**config.mk**
```make
export PLATFORM = sky130hd
export DESIGN_NAME = spoc64_ctrl
export DESIGN_NICKNAME = d
export VERILOG_FILES = /design/src/rtl/spoc64_ctrl.sv
export SDC_FILE = /design/constraint.sdc
export NUM_CORES = 1
export LEC_CHECK = 0
export BUFFER_PORTS_ARGS = -buffer_cell sky130_fd_sc_hd__buf_2
export CORE_AREA = 2 2 50 61
export DETAILED_ROUTE_END_ITERATION = 10
export DIE_AREA = 0 0 52 63
export GPL_TIMING_DRIVEN = 0
export PLACE_DENSITY = 0.82
export SETUP_SLACK_MARGIN = 0.1
export SYNTH_ARGS = -nofsm -noshare
export SYNTH_HDL_FRONTEND = slang
export SYNTH_SLANG_ARGS = --single-unit
```
**constraint.sdc**
```tcl
create_clock -name clk -period 4.5 [get_ports clk]
set_input_delay 0 -clock clk [delete_from_list [all_inputs] [get_ports clk]]
set_output_delay 0 -clock clk [all_outputs]
set_load 0.03 [all_outputs]
```
**src/rtl/spoc64_ctrl.sv**
```systemverilog
// spoc64_ctrl: SpoC-64 sequencer, steps the datapath through load, init, absorb, tag generate and tag verify.
module spoc64_ctrl #(
   parameter int PW        = 32,
   parameter int KEY_WORDS = 4
) (
   input  logic       clk,
   input  logic       rst,
   input  logic       key_valid,
   output logic       key_ready,
   input  logic       bdi_valid,
   output logic       bdi_ready,
   input  logic [3:0] bdi_type,
   input  logic [2:0] bdi_size,
   input  logic       bdi_eot,
   input  logic       decrypt,
   output logic       bdo_valid,
   input  logic       bdo_ready,
   output logic       auth_valid,
   output logic       dp_start,
   input  logic       dp_done,
   output logic       init_state,
   output logic       init_lock,
   output logic       en_state_in,
   output logic       lock_tag_state,
   output logic       en_key,
   output logic       en_npub,
   output logic       en_bdi,
   output logic       clr_bdi,
   output logic       half,
   output logic       sel_tag,
   output logic [1:0] ctrl_word,
   output logic       bdi_partial_reg,
   output logic       decrypt_reg
);
   localparam logic [3:0] WB = 4'(PW / 8);
   localparam logic [3:0] BB = 4'(PW / 4);
   localparam logic [1:0] WL = 2'(KEY_WORDS - 1);
   typedef enum logic [4:0] {
      IDLE, LD_KEY, LD_NPUB, INIT, INIT_W, LOCK, BLK, LDW, OUT_H, OUT_L,
      ABS, PERM_S, PERM_W, TAGL, TOUT_H, TOUT_L, TCLR, TIN, VER
   } state_t;
   state_t state, nxt;
   logic [1:0] wctr;
   logic [3:0] bytes, sum;
   logic half_q, last_msg, tag;
   logic key_fire, npub_fire, ldw_fire, tin_fire, is_msg, is_ad, empty, close;
   assign key_ready      = state == LD_KEY;
   assign bdi_ready      = state inside {LD_NPUB, LDW, TIN};
   assign bdo_valid      = state inside {OUT_H, OUT_L, TOUT_H, TOUT_L};
   assign auth_valid     = state == VER;
   assign dp_start       = state inside {INIT, PERM_S};
   assign init_state     = state inside {INIT, INIT_W};
   assign init_lock      = state == LOCK;
   assign en_state_in    = state inside {LOCK, ABS, TAGL};
   assign lock_tag_state = state == TAGL;
   assign sel_tag        = state inside {TOUT_H, TOUT_L};
   assign clr_bdi        = state inside {BLK, TCLR};
   assign key_fire       = key_ready & key_valid;
   assign npub_fire      = bdi_valid & (state == LD_NPUB);
   assign ldw_fire       = bdi_valid & (state == LDW);
   assign tin_fire       = bdi_valid & (state == TIN);
   assign en_key         = key_fire;
   assign en_npub        = npub_fire;
   assign en_bdi         = (state == BLK) | ldw_fire | tin_fire;
   assign half           = (state inside {OUT_L, TOUT_L}) | ((state inside {LDW, TIN}) & half_q);
   assign sum            = bytes + {1'b0, bdi_size};
   assign is_msg         = bdi_type == 4'b0100;
   assign is_ad          = bdi_type == 4'b0001;
   // an empty AD/MSG type arrives as a lone zero-size eot word
   assign empty          = !half_q & (bdi_size == 3'd0) & bdi_eot & (is_msg | is_ad);
   assign close          = ldw_fire & (half_q | bdi_eot) & !empty;
   always_comb begin
      nxt = state;
      case (state)
         IDLE:    nxt = key_valid ? LD_KEY : IDLE;
         LD_KEY:  nxt = (key_fire && wctr == WL) ? LD_NPUB : LD_KEY;
         LD_NPUB: nxt = (npub_fire && wctr == WL) ? INIT : LD_NPUB;
         INIT:    nxt = INIT_W;
         INIT_W:  nxt = dp_done ? LOCK : INIT_W;
         LOCK:    nxt = BLK;
         BLK:     nxt = LDW;
         LDW:     nxt = (ldw_fire & empty) ? (is_msg ? TAGL : BLK) : close ? (is_msg ? OUT_H : ABS) : LDW;
         OUT_H:   nxt = bdo_ready ? ((bytes > WB) ? OUT_L : ABS) : OUT_H;
         OUT_L:   nxt = bdo_ready ? ABS : OUT_L;
         ABS:     nxt = PERM_S;
         PERM_S:  nxt = PERM_W;
         PERM_W:  nxt = !dp_done ? PERM_W : tag ? (decrypt_reg ? TCLR : TOUT_H) : last_msg ? TAGL : BLK;
         TAGL:    nxt = PERM_S;
         TOUT_H:  nxt = bdo_ready ? TOUT_L : TOUT_H;
         TOUT_L:  nxt = bdo_ready ? IDLE : TOUT_L;
         TCLR:    nxt = TIN;
         TIN:     nxt = (tin_fire & half_q) ? VER : TIN;
         default: nxt = IDLE;
      endcase
   end
   always_ff @(posedge clk or negedge rst) begin
      if (!rst) begin
         state           <= IDLE;
         wctr            <= '0;
         bytes           <= '0;
         half_q          <= 1'b0;
         last_msg        <= 1'b0;
         tag             <= 1'b0;
         ctrl_word       <= '0;
         bdi_partial_reg <= 1'b0;
         decrypt_reg     <= 1'b0;
      end else begin
         state <= nxt;
         if (key_fire | npub_fire) wctr <= (wctr == WL) ? 2'd0 : wctr + 2'd1;
         if (npub_fire && wctr == 2'd0) decrypt_reg <= decrypt;
         if (state == BLK) begin
            bytes           <= '0;
            half_q          <= 1'b0;
            bdi_partial_reg <= 1'b0;
         end else if (state == TCLR) begin
            half_q <= 1'b0;
         end else if (ldw_fire | tin_fire) begin
            bytes  <= sum;
            half_q <= !half_q;
         end
         if (close) begin
            bdi_partial_reg <= sum < BB;
            ctrl_word       <= is_ad ? 2'b01 : is_msg ? 2'b10 : 2'b00;
            last_msg        <= is_msg & bdi_eot;
         end
         if (state == TAGL) tag <= 1'b1;
         if (state == IDLE) begin
            tag       <= 1'b0;
            last_msg  <= 1'b0;
            ctrl_word <= '0;
         end
      end
   end
endmodule

```
# Yosys cells after proc, flatten, opt, wreduce, memory -nomap -nowiden
# Index checks and enable logic that the tools add are counted.
# op_classes
n_addsub	2
order_cmp	2
eq_ne	22
muxes	36
bitwise	20
n_reduce_logical	24
# op_table
cell	count
5-bit case mux with 17 select lines	1
5-bit by 4-bit == test with 1-bit output (second input constant)	8
4-bit 2-to-1 mux	8
2-bit 2-to-1 mux	11
5-bit by 3-bit == test with 1-bit output (second input constant)	4
2-bit nonzero test	10
5-bit == test (second input constant)	3
5-bit 2-to-1 mux	3
1-bit bitwise AND	13
1-bit 2-to-1 mux	13
5-bit by 2-bit == test with 1-bit output (second input constant)	2
3-bit nonzero test	3
1-bit OR	7
5-bit by 1-bit == test with 1-bit output (second input constant)	1
5-bit zero test	1
4-bit by 3-bit adder with 4-bit output	1
4-bit by 1-bit == test with 1-bit output (second input constant)	1
4-bit by 3-bit == test with 1-bit output (second input constant)	1
4-bit by 3-bit > comparator with 1-bit output (second input constant)	1
4-bit < comparator (second input constant)	1
4-bit nonzero test	1
1-bit logical AND	3
3-bit zero test	1
2-bit by 1-bit adder with 2-bit output (second input constant)	1
6 further kinds	7
# word_totals
ff_bits	18
in_bits	15
output_inout_bits	19
wordCells	115

# Longest topological paths before layout
# logic_depth
ltp_word	9
mapped_depth	7
depth_no_buf	6

# Least setup slack after synthesis
# No wires, ideal clock.
# synth_timing
kind	reg-to-reg
start	reg state[4]
end	reg half_q
arrival_ns	1.635
slack_ns	2.705
stages_incl_launch_ff	6
n_path_buf	1
period_less_slack_ns	1.795
path_cell_list	dfrtp_1 -> buf_2 -> nand3b_1 -> o21a_1 -> nor3_1 -> nor2_1
# synth_via
elab_chain_cells	4
# synth_lines
item	line	text
from (decl)	42	state_t state, nxt;
from (signal assigned)	108	state <= nxt;
5-bit by 3-bit == test with 1-bit output or 5-bit == test (tied branches)	60, 61	
1-bit bitwise AND, on equally long branches	60, 61	
1-bit OR	117	end else if (ldw_fire | tin_fire) begin
3-bit nonzero test (no line)	n/a	
to (signal assigned)	119	half_q <= !half_q;
to (decl)	45	logic half_q, last_msg, tag;
# Parallel ways exist; a longest one is shown, timed or not.
# A chain may end at the register's enable or synchronous reset.

# Worst setup path in the final report
# layout_timing
start	reg state[3]
end	out half
# layout_via
elab_chain_cells	4
# layout_lines
item	line	text
5-bit by 3-bit == test with 1-bit output or 5-bit == test (tied branches)	65	assign half = (state inside {OUT_L, TOUT_L}) | ((state inside {LDW, TIN}) & half_q);
2-bit nonzero test	65	
1-bit bitwise AND	65	
1-bit OR *	65	
to (decl)	29	output logic half,
# Every way passes the cells marked *; elsewhere a longest branch is shown, timed or not.

==> flow_summary.ini <==
[worst_setup_path]
crit_family = simple AND/OR/NAND/NOR gates
crit_type = flip-flop to primary output
timing.rr.start = state[4]$_DFF_PN0_
path_buf_inv = 2
arrival_ns = 2.07
reg2reg_slack_ns = 2.62
reg2reg_depth = 5
end_kind = primary output
critPathMaxFanout = 10
slowest_delay_ns = 0.46
slowest_stage = nor2_1
cpMostUsedCell = buf_2
cp-start-kind = flip-flop
path_cells = buf_2, nor2_1, nand2_1, nor3b_1, o21a_1, buf_2
timing.rr.end = decrypt_reg$_DFFE_PN0P_
critPathRequiredTime_ns = 4.50

[grt]
antenna_found_initial = 0
grt-ovfl-total = 0
grt_usage_pct = 26.89
grt_max_degree = 19
grt_pass1_vias = 1489
grt_pass1_wl_um = 6824

[timing]
final_hold_viol_count = 0
fmax_mhz = 483.4
fin_tns_setup_ns = 0
drv_slew = 0
setup_viol = 0
rsz0062_at_grt = false
tightest_slew_ns = 0.6422
min_period_over_period_pct = 45.97
fin_crit_ns = 2.068
maxSlewHeadroom_pct = 57.09
setup_slack_ns = 2.432
fin_skew_ns = 0.001856

[power]
power_frac_seq_pct = 25.0
swShare_pct = 52.33
p_clk_share_pct = 9.7
finalPower_w = 0.001079
powerDensity_mw_per_mm2 = 606.6
leakage_nw = 0.8263
ir_drop_mv = 0.3299
p_sw_w = 0.0005644
power.internal_w = 0.0005142
p_comb_share_pct = 65.4

[cts]
cts_setup_buffers = 0
cts_max_path_buffers = 2
clk_pin_slew_ns = 0.11
clock_sinks = 18
cts_resized = 0
cts_buffers = 3
clkLatencyLatePin_ns = 0.30
tritoncts = yes
clock-root-buffer = clkbuf_4
cts-htree-levels = 1

[synth]
yosysTopAreaCell = dfrtp_1
avgSynthCellArea_um2 = 8.086
ys_seq_elements = 18
yosysWarnings = 0
async_flop_share_pct = 100.0
synth_edf_count = 0
synth_top_cell_area_share_pct = 29.95
syn_area_mm2 = 0.001504
synthDistinctLibCells = 48
yosys-top-cells-area = dfrtp_1 30%, nand2_1 5.5%, ha_1 4.2%, o21ai_0 4.0%, nor2b_1 3.7%
synthCells = 186
ys.flop_type = dfrtp_1
yosysSeqAreaShare_pct = 29.95
syn_nets = 207

[layout]
regArea_um2 = 450.4
largest_reg_flops = 5
final_util_pct = 65.70
syn_to_final_growth_pct = 18.22
reg.largest.list = state (5), bytes (4)
regMostFlops = state
fill_cells = 262
drive_above_1_share_pct = 22.22
antenna_cells = 0
final_net_count = 247
multiInputGateArea_um2 = 969.7

[flow_run]
cap_viol_max_count = 0

[placement]
dpl.hpwl_um = 2960
post-place-ws_ns = 2.691
port_buffers = 31
gp_congestion = 0.9283

[die]
start_util_pct = 55.57
die_h_um = 63
design.core.area_mm2 = 0.002706
die_w_um = 52
dieArea_mm2 = 0.003276
num_rows = 21
io_pins = 34

[status]
status = finished clean

[route]
drc_errors = 0
drt_pass1_iterations = 4
vias = 1567
post_drt_wl_per_cell_um = 15.28
drt-total-wl_um = 3958
drtIter0Drc = 69
route.antenna.remaining_nets = 0
viasPerCell = 6.050

[hold_path]
min_path_type = primary input to flip-flop
whs_path_depth = 4
hold_end = last_msg$_DFFE_PN0P_
hold_start = bdi_type[3]
[timing repair]
item                       4_1_cts  5_1_grt
setup endpoints to repair        0        0
hold endpoints to repair        21        0
hold buffers                     4        0
[cell type report]
type	count	area share [%]
plain buffers	13	3.659
repair buffers	35	10.98
multi-input cells	150	54.54
well taps	34	2.393
inverters	5	1.056
flip-flops and latches	18	25.33
clock buffers	4	2.041
[layer usage]
layer | vias up | track usage (%) | wire length [um]
met3 | 10 | 2.392 | 178
met1 | 751 | 35.12 | 1664
met4 | 0 | 8.224 | 86
met5 | - | 0 | 0
li1 | 755 | - | -
met2 | 51 | 45.89 | 2028
[cells in the mapped netlist (all sizes together) (4+ instances only)]
| cell | number |
|---|---|
| nor2b | 9 |
| nand2b | 7 |
| a21oi | 10 |
| and3 | 5 |
| o21ai | 13 |
| buf | 10 |
| dfrtp | 18 |
| mux2i | 4 |
| ha | 5 |
| o21a | 4 |
| nor2 | 10 |
| nand2 | 22 |
| a22o | 5 |
| nor3 | 9 |
| inv | 5 |
| nand3 | 8 |
| nand4 | 4 |
[through the flow]
step	instances	cell area [um^2]	hold slack, ns
3_5_place_dp	251	1702	-0.04026
6_report	259	1778	0.007612
4_1_cts	259	1778	0.006988
3_3_place_gp	251	1702	-0.04621
5_1_grt	259	1778	0.05421
2_1_floorplan	186	1504	-0.2956
[cell families (layout without fill, tap and decap cells)]
group | count (synthesis) | count (layout) | share of synthesized area, %
DFF | 18 | 18 | 29.95
muxes | 6 | 6 | 4.160
buffers and inverters | 18 | 57 | 5.574
xor gates and xnor gates | 4 | 4 | 2.330
AOI/OAI and AO/OA | 49 | 49 | 21.71
and+or+nand+nor | 85 | 85 | 30.78
adders and majority gates | 6 | 6 | 5.491
[tightest hold or removal path: stages]
cell and delay, ns:
buf_2 0.08, nor2_1 0.06, nand3_1 0.08, mux2i_1 0.06
[power by group through the flow]
stage                     clock, W  combinational (W)  sequential, W
after global placement           0           0.000681       0.000270
after detailed placement         0           0.000691       0.000271
after CTS                 0.000105           0.000696       0.000267
after global routing      0.000113           0.000771       0.000277
final                     0.000104           0.000705       0.000269
after floorplan                  0           0.000515       0.000273
[worst max-delay path by stage]
stage                       start                 endpoint  slack, ns  cells past startpoint
2_1_floorplan  state[4]$_DFF_PN0_       half_q$_DFFE_PN0P_       2.71                      5
3_3_place_gp   state[4]$_DFF_PN0_  decrypt_reg$_DFFE_PN0P_       2.68                      5
3_5_place_dp   state[4]$_DFF_PN0_  decrypt_reg$_DFFE_PN0P_       2.69                      5
4_1_cts        state[3]$_DFF_PN0_                     half       2.47                      6
5_1_grt        state[3]$_DFF_PN0_                     half       2.26                      6
6_report       state[3]$_DFF_PN0_                     half       2.43                      6
[placed cells by master (no fill, tap or decap), types with 2 or more instances in the layout]
cell	n
nor2_1	10
nand2_1	22
buf_1	2
o21a_1	4
a22oi_1	2
nand3_1	8
buf_2	38
nand4_1	4
mux2_2	2
o21ai_0	12
nor2b_1	9
and2b_1	2
xnor2_1	3
nor3_1	6
inv_1	5
clkbuf_1	3
and3_1	4
ha_1	5
o22ai_1	2
o2111ai_1	2
nor3b_1	2
nand3b_1	3
clkbuf_4	3
nor3_2	3
a22o_1	5
dfrtp_1	18
nand2b_1	7
dlygate4sd3_1	4
a21oi_1	10
mux2i_1	4
Note: power is estimated with default switching activity, not from simulation.
